--- src/rtl/pc_unit.sv ---
// Program counter unit: holds the fetch address, steers it on branches,
// and counts accepted fetches. A small BOOT/RUN/BUBBLE FSM gates fetch_valid.
module pc_unit #(
    parameter logic [63:0] RESET_PC = 64'h0000000000000000,
    parameter int          COUNT_EN = 1
) (
    input  logic        clk,
    input  logic        reset,
    input  logic        stall,
    input  logic        imem_ready,
    input  logic        br_taken,
    input  logic [63:0] br_offset,
    input  logic        br_reg,
    input  logic [63:0] reg_target,
    output logic [63:0] pc,
    output logic [63:0] pc_plus4,
    output logic        fetch_valid,
    output logic [63:0] fetch_count,
    output logic [1:0]  dbg_state
);

    typedef enum logic [1:0] {
        BOOT   = 2'd0,
        RUN    = 2'd1,
        BUBBLE = 2'd2
    } state_t;

    state_t      state, state_nx;
    logic [63:0] pc_nx;
    logic [63:0] target;
    logic [63:0] offset_bytes;
    logic        redirect;
    logic        accept;
    logic        count_inc;

    // Fetch handshake: a fetch transfers on a cycle where fetch_valid and
    // imem_ready are both high and stall is low; pc holds until it transfers.
    // A redirect in the same cycle overrides the transfer and is not counted.
    assign fetch_valid  = (state == RUN);
    assign accept       = fetch_valid & imem_ready & ~stall;
    assign redirect     = br_reg | br_taken;
    assign offset_bytes = br_offset << 2;
    // BR wins over a PC-relative branch when both arrive together.
    assign target       = br_reg ? (reg_target & ~64'h3) : (pc + offset_bytes);
    assign pc_plus4     = pc + 64'd4;
    assign dbg_state    = state;

    always_comb begin
        state_nx  = state;
        pc_nx     = pc;
        count_inc = 1'b0;
        case (state)
            BOOT: begin
                if (redirect) begin
                    pc_nx    = target;
                    state_nx = BUBBLE;
                end else begin
                    state_nx = RUN;
                end
            end
            RUN: begin
                if (redirect) begin
                    pc_nx    = target;
                    state_nx = BUBBLE;
                end else if (accept) begin
                    pc_nx     = pc_plus4;
                    count_inc = 1'b1;
                end
            end
            BUBBLE: begin
                if (redirect) begin
                    pc_nx = target;
                end else begin
                    state_nx = RUN;
                end
            end
            default: begin
                state_nx = BOOT;
            end
        endcase
    end

    always_ff @(posedge clk) begin
        if (reset) begin
            state <= BOOT;
            pc    <= RESET_PC;
        end else begin
            state <= state_nx;
            pc    <= pc_nx;
        end
    end

    generate
        if (COUNT_EN != 0) begin : g_count
            always_ff @(posedge clk) begin
                if (reset) begin
                    fetch_count <= 64'd0;
                end else if (count_inc) begin
                    fetch_count <= fetch_count + 64'd1;
                end
            end
        end else begin : g_no_count
            assign fetch_count = 64'd0;
        end
    endgenerate

endmodule

--- config.mk ---
export PLATFORM = sky130hd
export DESIGN_NAME = pc_unit
export DESIGN_NICKNAME = d
export VERILOG_FILES = /design/src/rtl/pc_unit.sv
export SDC_FILE = /design/constraint.sdc
export NUM_CORES = 1
export LEC_CHECK = 0
export BUFFER_PORTS_ARGS = -buffer_cell sky130_fd_sc_hd__buf_2
export CAP_MARGIN = 20
export CORE_MARGIN = 3
export CORE_UTILIZATION = 48
export CTS_CLUSTER_DIAMETER = 150
export DETAILED_ROUTE_END_ITERATION = 10
export PLACE_DENSITY = 0.78
export SLEW_MARGIN = 25
export SYNTH_ARGS = -nofsm -noshare
export SYNTH_HDL_FRONTEND = slang
export SYNTH_SLANG_ARGS = --single-unit
--- constraint.sdc ---
create_clock -name clk -period 3.3 [get_ports clk]
set_input_delay 0.165 -clock clk [delete_from_list [all_inputs] [get_ports clk]]
set_output_delay 0.165 -clock clk [all_outputs]
set_load 0.02 [all_outputs]
# Yosys cells after proc, flatten, opt, wreduce, memory -nomap -nowiden
# Index checks and enable logic that the tools add are counted.
[word_totals] memories=0 ram_bits=0 register_bits=130 mem_bits_ro=0 latchBits=0 word_cells=33 inputBits=134 output_inout_bits=195
[op_classes] eq_ne=6 n_reduce_logical=5 shifts=0 div=0 addsub=3 mux=12 bitwise_logic=4 order_cmp=0 n_mul=0
[op_table] op="$mux W64" count=4
[op_table] op="$pmux W64 S2" count=1
[op_table] op="$add A64 B1 Y64 const B" count=1
[op_table] op="$add A64 B3 Y64 const B" count=1
[op_table] op="$add A64 B64 Y64" count=1
[op_table] op="$mux W2" count=3
[op_table] op="$pmux W2 S3" count=1
[op_table] op="$ne A2 B1 Y1 const B" count=2
[op_table] op="$mux W1" count=3
[op_table] op="$ne A3 B1 Y1 const B" count=1
[op_table] op="$reduce_and A3 Y1" count=1
[op_table] op="$and A1 B1 Y1" count=2
[op_table] op="$eq A2 B1 Y1 const B" count=1
[op_table] op="$eq A2 B2 Y1 const B" count=1
[op_table] op="$logic_not A2 Y1" count=1
[op_table] op="$ne A2 B2 Y1 const B" count=1
[op_table] op="$reduce_and A2 Y1" count=1
[op_table] op="$reduce_bool A2 Y1" count=1
[op_table] op="$reduce_or A2 Y1" count=1
[op_table] op="$not A1 Y1" count=1
[op_table] op="$or A1 B1 Y1" count=1

# Longest topological paths before layout
[logic_depth] word_depth=6 depth_mapped=12 ltp_nobuf=11

# Worst setup path after synthesis
# No wires, ideal clock.
[synth_path] path_kind="register to register" startpoint="reg pc[2]" endpoint="reg pc[60]" stages_incl_launch_ff=12 setup_ns=0.117 arrival_time_ns=3.135 period_less_slack_ns=3.253 slack_ns=0.047 path_cell_list="dfxtp_1 -> ha_1 -> fa_1 -> a21o_1 -> a311o_1 -> a31oi_1 -> a2111oi_0 -> a211oi_1 -> o21ai_1 -> a31oi_1 -> mux2i_1 -> nand2_1"
[synth_via] elab_chain_len=4 elab_cells_between_ends=7 classes_between="add/sub: 2; mux: 5"
[synth_lines] element="from (decl)" line="15" source="output logic [63:0] pc,"
[synth_lines] element="from (signal assigned)" line="89" source="pc <= pc_nx;"
[synth_lines] element="$add A64 B64 Y64 or $add A64 B3 Y64 (tied branches)" line="44, 45"
[synth_lines] element="$mux W64 (on tied branches)" line="44, 65"
[synth_lines] element="$mux W64 (on tied branches)" line="54, 71, 62"
[synth_lines] element="$pmux W64 S2 *" line="52" source="case (state)"
# Mark *: on every way between the ends. The rest lies on a longest branch, timed or not. The select of a mux whose other input is x is not followed.
# A chain may end at the register's enable or synchronous reset.

# Worst setup path in the final report
[layout_path] startpoint="reg pc[13]" endpoint="out pc_plus4[29]"
[layout_via] elab_chain_len=1
[layout_lines] element="$add A64 B3 Y64" line="45" source="assign pc_plus4 = pc + 64'd4;"
[layout_lines] element="to (decl)" line="16" source="output logic [63:0] pc_plus4,"
# Every way passes these cells.

==> impl_metrics.tcl <==
set metrics [dict create \
    htreeDepth 4 \
    maxSlewViolCount 0 \
    clock_path_buffers 2 \
    fmax_mhz 315 \
    drtIter0Drc 1303 \
    required_ns 3.13 \
    placementRows 55 \
    clock-sinks 130 \
    synth_edf_count 0 \
    area_delta_synth_final_pct 26.2 \
    start_util_pct 49.1 \
    path_max_fanout 7 \
    pin_count 329 \
    routed_via_density 6.04 \
    rsz0062_at_grt "no" \
    synth_area_um2 11200 \
    slowest_stage "or4_4" \
    cp_cell_sequence "buf_4 > nand2_1 > or4_4 > buf_4 > or3_4 > or3_4 > nor2_2 > xor2_1 > buf_2" \
    utilization_pct 62.0 \
    status "finished clean" \
    setup_ws_ns 0.124 \
    yosys_most_used_dff "dfxtp_1" \
    crit_type "flip-flop to primary output" \
    ir_drop_mv 0.261 \
    critPathLaunchType "flip-flop" \
    pwr_density_cell_nw_per_um2 439 \
    clock_skew_ns 0.0100 \
    grt_pass1_wl_um 66500 \
    post-place-ws_ns -0.000518 \
    fp.dieW_um 159 \
    cts_root_buffer "clkbuf_16" \
    drc 0 \
    clk_pin_slew_ns 0.07 \
    crit_path_end "pc_plus4[29]" \
    async_reset_ff_share_pct 0 \
    reg2reg_depth 12 \
    final_antenna_net_count 0 \
    hold_class "primary input to flip-flop" \
    wirelength_um 43400 \
    max_slew_margin_pct 36.2 \
    p_leak_nw 6.52 \
    antenna_found_initial 5 \
    track_usage_pct 33.3 \
    dieArea_um2 25200 \
    seq_area_frac_synth_pct 23.3 \
    cts_setup_buffers 0 \
    drv_cap 0 \
    endpoint_kind "primary output" \
    clk_latency_ns 0.43 \
    nets 2059 \
    place.detailed.hpwl_um 33100 \
    tns_ns 0 \
    hold_viol 0 \
    synthTopCellsByArea "dfxtp_1 (23%), ha_1 (7.0%), xor2_1 (6.3%)" \
    synth_seq_cells 130 \
    synth_fp_nets 1722 \
    final_cell_mix "buf_2 (322), nand2_1 (166), nor2_1 (148)" \
    grt_start_max_net_pins 82 \
    worst_pin_slew_ns 0.957 \
    startpoint "pc[13]" \
    drive_gt1_share_pct 26.0 \
    hold_start "reg_target[30]" \
    cts_tree "done" \
    fp.dieH_um 159 \
    ys_types 83 \
    timing.rr.end "pc[61]" \
    firstDrtPassIters 5 \
    synth_top_area_share_pct 23.3 \
    core_area_um2 22800 \
    grt.overflow.total 0 \
    yosysTopAreaCell "dfxtp_1" \
    grt_pass1_vias 12300 \
    fin_crit_sh_pct 96.2 \
    fillers 2066 \
    cts_buffers 17 \
    routabilityCongestion 0.967 \
    rr_startpoint "pc[3]" \
    vias 13200 \
    cp_data_arrival_time_ns 3.01 \
    avgRoutedWirePerCell_um 19.8 \
    io_buffers 324 \
    final_common_cell "buf_2" \
    period_minus_slack_ns 3.18 \
    max_stage_delay_ns 0.56 \
    syn_inst 1524 \
    final-setup-viol-count 0 \
    ys_warn_count 0 \
    rrSetupSlack_ns 0.13 \
    syn_area_per_cell_um2 7.34 \
]
==> flip-flops by register name (all words and copies together), names as in the netlist <==
signal / flops
pc: 64
fetch_count: 64
dbg_state: 2
==> synthesized netlist by cell type, types with 6 or more instances <==
master / number
o21a_1: 10
a21o_1: 30
clkbuf_1: 64
o22ai_1: 11
and3_1: 33
o21bai_1: 15
nor2b_1: 6
nand2b_1: 7
or3_1: 28
inv_1: 34
or2_2: 9
nor2_1: 152
nand4_1: 32
ha_1: 63
and2_1: 13
o31ai_1: 7
mux2i_1: 7
xor2_1: 80
nor4_1: 12
dfxtp_1: 130
nor3_1: 45
a221oi_1: 11
and4_1: 15
xnor2_1: 78
a211oi_1: 9
o211ai_1: 25
a31oi_1: 22
nand2_1: 167
o21ai_0: 100
nand3_1: 56
o221ai_1: 11
a21oi_1: 137
a22oi_1: 7
==> power by group <==
group / switching, mW / internal, mW
registers: 0.154 / 1.67
logic: 1.52 / 0.957
clock network: 0.887 / 0.999
total: 2.56 / 3.63
==> timing repair <==
item | in CTS | in global routing
resized for setup | 7 | 23
hold buffers | 1 | 0
pin swaps | 0 | 4
endpoints found under the setup margin | 8 | 25
hold endpoints to repair | 1 | 0
==> critical path: cells and delay by family, from the launching register on <==
| family | cells | cell delay [ns] |
|---|---|---|
| flip-flops | 1 | 0.34 |
| buffers and inverters | 3 | 0.54 |
| AND/OR/NAND/NOR | 5 | 1.49 |
| XOR/XNOR | 1 | 0.21 |
==> logic make-up (layout without fill, tap and decap cells) <==
group | count (synthesis) | count (layout) | share of synthesized area [%]
AO/OA/AOI/OAI | 453 | 453 | 25.8
AND/OR/NAND/NOR | 597 | 597 | 26.4
XOR/XNOR | 159 | 159 | 12.5
adder cells (fa/ha/maj) | 64 | 64 | 7.22
multiplexers | 10 | 10 | 0.928
other | 0 | 4 | 0
buffers and inverters | 111 | 461 | 3.90
flip-flops | 130 | 130 | 23.3
==> worst min path at each step <==
stage | end | slack (ns) | depth (start not counted)
4_1_cts | pc[30] | 0.03 | 3
2_1_floorplan | pc[53] | 0.32 | 2
5_1_grt | pc[30] | 0.05 | 3
3_3_place_gp | pc[53] | 0.43 | 3
3_5_place_dp | pc[53] | 0.44 | 3
6_report | pc[30] | 0.05 | 3
==> per-stage QoR <==
step           total power [mW]  cells  cell area, µm²  hold slack (ns)
4_1_cts                    6.15   2187           14000           0.0272
2_1_floorplan              3.46   1524           11200            0.322
3_5_place_dp               4.27   2154           13400            0.438
6_report                   6.20   2191           14100           0.0460
5_1_grt                    6.50   2189           14100           0.0497
3_3_place_gp               4.25   2154           13400            0.425
==> cell type report <==
cell class	count	area [µm²]	area share, %
Multi-Input combinational cell	1283	8250	58.4
Sequential cell	130	2620	18.5
Timing Repair Buffer	394	2150	15.3
Clock buffer	17	425	3.01
Tap cell	313	392	2.77
Clock inverter	15	143	1.01
Inverter	35	131	0.930
Antenna cell	4	10.0	0.0709
==> layer usage <==
metal	global-route usage, %	part of all wire (%)	vias to the layer above
li1	-	-	6274
met1	42.4	40	6091
met2	54.0	46	737
met3	6.99	10	126
met4	15.6	4.2	4
met5	0	0.062	-
Note: power is estimated with default switching activity, not from simulation.
